==> src/rtl/axi4l_mst_pkg.sv <==
// Shared types and constants for the AXI4-Lite host master and its watchdog.
package axi4l_mst_pkg;

   typedef enum logic [2:0] {
      IDLE,
      WR_REQ,
      WR_RESP,
      RD_REQ,
      RD_RESP
   } state_t;

   localparam logic [1:0]  RESP_OKAY     = 2'b00;
   localparam logic [1:0]  RESP_SLVERR   = 2'b10;
   localparam logic [1:0]  RESP_DECERR   = 2'b11;
   localparam logic [31:0] TIMEOUT_RDATA = 32'hDEAD_BEEF;

   // SLVERR and DECERR both carry resp[1]; OKAY and EXOKAY do not.
   function automatic logic resp_is_err(input logic [1:0] resp);
      return resp[1];
   endfunction

endpackage

==> src/rtl/axi4l_mst_watchdog.sv <==
// Transaction watchdog: counts busy cycles since request acceptance and flags expiry.
// Only instantiated when AXI4L_MST_TIMEOUT_EN is defined.
module axi4l_mst_watchdog
   import axi4l_mst_pkg::*;
#(
   parameter int TIMEOUT_CYCLES = 255
) (
   input  logic aclk,
   input  logic areset,
   input  logic i_clear,
   input  logic i_active,
   output logic o_expired
);

   localparam int CNT_W = (TIMEOUT_CYCLES < 256) ? 8 : 16;
   // Expiry lands the response TIMEOUT_CYCLES cycles after the accept cycle,
   // the same measure as the 3-cycle latency of a zero-wait transaction.
   localparam logic [CNT_W-1:0] LAST_CNT = CNT_W'(TIMEOUT_CYCLES - 2);

   logic [CNT_W-1:0] r_cnt;

   always_ff @(posedge aclk or posedge areset) begin
      if (areset) begin
         r_cnt <= '0;
      end else if (i_clear) begin
         r_cnt <= '0;
      end else if (i_active) begin
         r_cnt <= r_cnt + CNT_W'(1);
      end
   end

   assign o_expired = i_active && (r_cnt == LAST_CNT);

endmodule

==> src/rtl/axi4l_host_master.sv <==
// Single-outstanding host-request to AXI4-Lite master bridge.
// Optional hung-slave watchdog enabled by defining AXI4L_MST_TIMEOUT_EN.
module axi4l_host_master
   import axi4l_mst_pkg::*;
#(
   parameter int ADDR_W         = 3,
   parameter int DATA_W         = 32,
   parameter int TIMEOUT_CYCLES = 255
) (
   input  logic                aclk,
   input  logic                areset,
   input  logic                req_valid,
   output logic                req_ready,
   input  logic                req_we,
   input  logic [ADDR_W-1:0]   req_addr,
   input  logic [DATA_W-1:0]   req_wdata,
   input  logic [DATA_W/8-1:0] req_wstrb,
   output logic                rsp_valid,
   output logic [DATA_W-1:0]   rsp_rdata,
   output logic                rsp_err,
   output logic                awvalid,
   input  logic                awready,
   output logic [ADDR_W-1:0]   awaddr,
   output logic [2:0]          awprot,
   output logic                wvalid,
   input  logic                wready,
   output logic [DATA_W-1:0]   wdata,
   output logic [DATA_W/8-1:0] wstrb,
   input  logic                bvalid,
   output logic                bready,
   input  logic [1:0]          bresp,
   output logic                arvalid,
   input  logic                arready,
   output logic [ADDR_W-1:0]   araddr,
   output logic [2:0]          arprot,
   input  logic                rvalid,
   output logic                rready,
   input  logic [DATA_W-1:0]   rdata,
   input  logic [1:0]          rresp
);

   localparam logic [ADDR_W-1:0] ADDR_MASK = ~ADDR_W'(3);

   state_t              r_state;
   logic [ADDR_W-1:0]   r_addr;
   logic [DATA_W-1:0]   r_wdata;
   logic [DATA_W/8-1:0] r_wstrb;
   logic                r_awvalid;
   logic                r_wvalid;
   logic                r_bready;
   logic                r_arvalid;
   logic                r_rready;
   logic                r_rsp_valid;
   logic [DATA_W-1:0]   r_rsp_rdata;
   logic                r_rsp_err;

   logic w_accept;
   logic w_active;
   logic w_aw_done;
   logic w_w_done;
   logic w_expired;

   assign w_accept  = (r_state == IDLE) && req_valid;
   assign w_active  = (r_state != IDLE);
   assign w_aw_done = !r_awvalid || awready;
   assign w_w_done  = !r_wvalid || wready;

`ifdef AXI4L_MST_TIMEOUT_EN
   axi4l_mst_watchdog #(
      .TIMEOUT_CYCLES (TIMEOUT_CYCLES)
   ) u_watchdog (
      .aclk      (aclk),
      .areset    (areset),
      .i_clear   (w_accept),
      .i_active  (w_active),
      .o_expired (w_expired)
   );
`else
   assign w_expired = 1'b0;
`endif

   // NOTE: every register here uses <= so all branches read pre-edge values,
   // and the async reset clears the whole datapath, not just the FSM.
   always_ff @(posedge aclk or posedge areset) begin
      if (areset) begin
         r_state     <= IDLE;
         r_addr      <= '0;
         r_wdata     <= '0;
         r_wstrb     <= '0;
         r_awvalid   <= 1'b0;
         r_wvalid    <= 1'b0;
         r_bready    <= 1'b0;
         r_arvalid   <= 1'b0;
         r_rready    <= 1'b0;
         r_rsp_valid <= 1'b0;
         r_rsp_rdata <= '0;
         r_rsp_err   <= 1'b0;
      end else begin
         r_rsp_valid <= 1'b0;
         case (r_state)
            IDLE: begin
               if (req_valid) begin
                  r_addr  <= req_addr & ADDR_MASK;
                  r_wdata <= req_wdata;
                  r_wstrb <= req_wstrb;
                  if (req_we) begin
                     r_awvalid <= 1'b1;
                     r_wvalid  <= 1'b1;
                     r_state   <= WR_REQ;
                  end else begin
                     r_arvalid <= 1'b1;
                     r_state   <= RD_REQ;
                  end
               end
            end
            WR_REQ: begin
               if (r_awvalid && awready) r_awvalid <= 1'b0;
               if (r_wvalid && wready)   r_wvalid  <= 1'b0;
               if (w_aw_done && w_w_done) begin
                  r_bready <= 1'b1;
                  r_state  <= WR_RESP;
               end
            end
            WR_RESP: begin
               if (bvalid && r_bready) begin
                  r_bready    <= 1'b0;
                  r_rsp_valid <= 1'b1;
                  r_rsp_err   <= resp_is_err(bresp);
                  r_rsp_rdata <= '0;
                  r_state     <= IDLE;
               end
            end
            RD_REQ: begin
               if (r_arvalid && arready) begin
                  r_arvalid <= 1'b0;
                  r_rready  <= 1'b1;
                  r_state   <= RD_RESP;
               end
            end
            RD_RESP: begin
               if (rvalid && r_rready) begin
                  r_rready    <= 1'b0;
                  r_rsp_valid <= 1'b1;
                  r_rsp_err   <= resp_is_err(rresp);
                  r_rsp_rdata <= rdata;
                  r_state     <= IDLE;
               end
            end
            default: r_state <= IDLE;
         endcase

         // NOTE: placed after the case so this abort overrides any handshake
         // assignment made in the same cycle (last nonblocking write wins).
         if (w_expired) begin
            r_awvalid   <= 1'b0;
            r_wvalid    <= 1'b0;
            r_bready    <= 1'b0;
            r_arvalid   <= 1'b0;
            r_rready    <= 1'b0;
            r_rsp_valid <= 1'b1;
            r_rsp_err   <= 1'b1;
            r_rsp_rdata <= DATA_W'(TIMEOUT_RDATA);
            r_state     <= IDLE;
         end
      end
   end

   assign req_ready = (r_state == IDLE);
   assign rsp_valid = r_rsp_valid;
   assign rsp_rdata = r_rsp_rdata;
   assign rsp_err   = r_rsp_err;
   assign awvalid   = r_awvalid;
   assign awaddr    = r_addr;
   assign awprot    = 3'b000;
   assign wvalid    = r_wvalid;
   assign wdata     = r_wdata;
   assign wstrb     = r_wstrb;
   assign bready    = r_bready;
   assign arvalid   = r_arvalid;
   assign araddr    = r_addr;
   assign arprot    = 3'b000;
   assign rready    = r_rready;

endmodule

==> config.mk <==
export PLATFORM = sky130hd
export DESIGN_NAME = axi4l_host_master
export DESIGN_NICKNAME = d
export VERILOG_FILES = /design/src/rtl/axi4l_mst_pkg.sv /design/src/rtl/axi4l_mst_watchdog.sv /design/src/rtl/axi4l_host_master.sv
export SDC_FILE = /design/constraint.sdc
export NUM_CORES = 1
export LEC_CHECK = 0
export CORE_UTILIZATION = 39
export CTS_CLUSTER_SIZE = 8
export DETAILED_ROUTE_END_ITERATION = 8
export PLACE_DENSITY = 0.79
export SLEW_MARGIN = 40
export SYNTH_ARGS = -nofsm -noshare
export SYNTH_HDL_FRONTEND = slang
export SYNTH_SLANG_ARGS = --single-unit
==> constraint.sdc <==
create_clock -name aclk -period 3.6 [get_ports aclk]
set_clock_uncertainty 0.2 [all_clocks]
set_input_delay 0.72 -clock aclk [delete_from_list [all_inputs] [get_ports aclk]]
set_output_delay 0.72 -clock aclk [all_outputs]
set_load 0.02 [all_outputs]
==> flow_summary.yaml <==
global_route:
  grt_pass1_vias: 2511
  antenna_found_initial: 0
  grt_pass1_wl_mm: 12.32
  track_usage_pct: 18.63
  grt_max_degree: 44
  gr-total-overflow: 0
die:
  fp.dieH_um: 92.49
  die_area_sq_um: 8553
  core_region_area_sq_um: 7807
  row_count: 32
  initial_utilization_pct: 40.90
  ioPinCount: 172
  die_x_um: 92.49
drt:
  via_per_inst: 4.988
  wl_mm: 7.784
  vias: 2434
  drtIter0Drc: 61
  drtPass1Iterations: 4
  ant_nets: 0
  drc_errors: 0
  routedWlPerCell_um: 15.95
synthesis:
  ys_seq_elements: 79
  yosys.area.top_type: "dfrtp_1"
  yosys_warnings: 0
  syn_inst: 225
  synth_area_sq_um: 3193
  seq_area_frac_synth_pct: 61.91
  syn_area_per_cell_sq_um: 14.19
  synth.distinct_cells: 25
  synth.top_cell.area_share_pct: 61.91
  netlist_top_cells_area: "dfrtp_1 (62%), mux2_2 (11%), a22o_1 (9.1%)"
setup_path:
  slowest_stage: "clkdlybuf4s50_1"
  cp.buffers_inverters: 1
  start_kind: "flop"
  path_class: "reg -> out"
  cp.arrival_ns: 1.80
  worstPathCellList: "nor3_1 -> clkdlybuf4s50_1"
  crit_family: "buffers and inverters"
  max_stage_delay_ns: 0.65
  cp_max_fo: 11
  cp.required_ns: 2.68
  worstSetupEndpointType: "output port"
sta:
  finalSetupTns_ns: 0
  worst_pin_slew_ns: 0.6113
  hold_viol: 0
  timing.hold.ws_ns: 0.2898
  setup_violations: 0
  drv_slew: 0
  max_freq_mhz: 367.2
  min_period_ns: 2.723
  relSlewSlack_pct: 59.12
  timing.final.crit_share_pct: 75.64
  rsz0062_at_grt: "false"
  worst_slack_ns: 0.8768
clock_tree:
  cts_root_buffer: "clkbuf_8"
  cts_buffers: 9
  cts_tree: "yes"
  clk_latency_ns: 0.33
  clkTransAtPathRegs_ns: 0.07
  post_cts_buffers: 0
  clk_path_buf_depth: 2
  cts_hold_buf: 0
  ctsHtreeMaxLevel: 3
  cts_sinks: 79
  ctsResizeCount: 0
finish:
  layout-drive-gt1-share_pct: 13.47
  mostFrequentLayoutCells: "clkdlybuf4s50_1 (157), dfrtp_1 (79), a22o_1 (33), mux2_2 (30)"
  fillers: 644
  syn2layout_area_growth_pct: 54.43
  final_common_cell: "clkdlybuf4s50_1"
  layout.nets: 465
  final_cells: 488
  antenna_cells: 0
placed_design:
  dp_hpwl_mm: 5.564
  port_buffers: 157
  gp_congestion: 0.8234
  dp_slack_ns: 0.8112
  dp.cells: 472
pwr:
  power_density_nw_per_um2: 768.4
  leakagePower_nw: 2.122
  peakVddDrop_uv: 447.0
hold_path:
  hold_class: "reg -> reg"
run:
  cap_violations: 0
run_status:
  outcome: "completed"
## stage by stage
step | instance area [sq um] | utilization [%] | total power, mW
2_1_floorplan | 3227 | - | 2.384
3_3_place_gp | 4748 | 60.82 | 3.191
3_5_place_dp | 4763 | 61.01 | 3.251
4_1_cts | 4930 | 63.14 | 3.834
5_1_grt | 4931 | 63.16 | 3.987
6_report | 4931 | 63.16 | 3.789
## routing by layer
layer | track usage [%] | up-vias | wire length, um
li1 | - | 1101 | -
met1 | 22.66 | 1213 | 3254
met2 | 31.11 | 106 | 3872
met3 | 4.762 | 14 | 522
met4 | 8.333 | 0 | 134
met5 | 0 | - | 0
## Yosys cell counts (all sizes together)
cell type and n:
a22o 33, inv 4, a21oi 3, a21o 1
nand4 1, nand2 10, o211ai 1, a41oi 1
o21ai 7, nand3 2, nor3 2, buf 25
mux2 39, conb 1, a31oi 3, dfrtp 79
nor4b 1, a2bb2oi 1, nor2 6, a211oi 1
and4 1, nor2b 3
## final cells by class
type	instances	area [sq um]	area share, %
Sequential cell	79	1977	40.09
Timing Repair Buffer	161	1609	32.63
Multi-Input combinational cell	126	1033	20.96
Clock buffer	11	131.4	2.664
Tap cell	102	127.6	2.588
Clock inverter	5	35.03	0.7105
Inverter	4	17.52	0.3552
## final timing paths
check / from / end / slack, ns / depth (start not counted)
setup / recovery: r_state[1]$_DFFE_PP0P_ / req_ready / 0.88 / 2
hold / removal: wdata[30]$_DFFE_PP0P_ / wdata[30]$_DFFE_PP0P_ / 0.29 / 1
setup reg to reg: r_state[1]$_DFFE_PP0P_ / rsp_err$_DFFE_PP0P_ / 1.17 / 4
hold reg to reg: wdata[30]$_DFFE_PP0P_ / wdata[30]$_DFFE_PP0P_ / 0.29 / 1
max in group asynchronous: areset / rsp_rdata[1]$_DFFE_PP0P_ / 1.92 / 3
min in group asynchronous: areset / wdata[7]$_DFFE_PP0P_ / 0.59 / 2
## power by group
part           internal [mW]  switching (mW)
Combinational          0.953           0.826
Sequential              1.23           0.218
Clock                  0.250           0.315
Total                   2.43            1.36
## worst reg2reg max path: cells and delay by family, from the launching register on
family / cells / cell delay (ns)
AOI/OAI and AO/OA: 1 / 0.58
DFF: 1 / 0.61
muxes: 1 / 0.38
and+or+nand+nor: 2 / 0.56
## flip-flops by register name, indices dropped and copies added (netlist names)
name and flops:
awvalid 1, arvalid 1, wstrb 4, rsp_valid 1, rsp_rdata 32, r_state 3, wvalid 1, bready 1
rsp_err 1, wdata 32, araddr 1, rready 1
## cell families after synthesis
group / Yosys count / share of synthesized area [%]
and+or+nand+nor: 26 / 4.389
other: 1 / 0.1174
muxes: 39 / 13.75
AOI/OAI and AO/OA: 51 / 13.05
buffers and inverters: 29 / 6.779
DFF: 79 / 61.91
(Power assumes the default switching activity.)
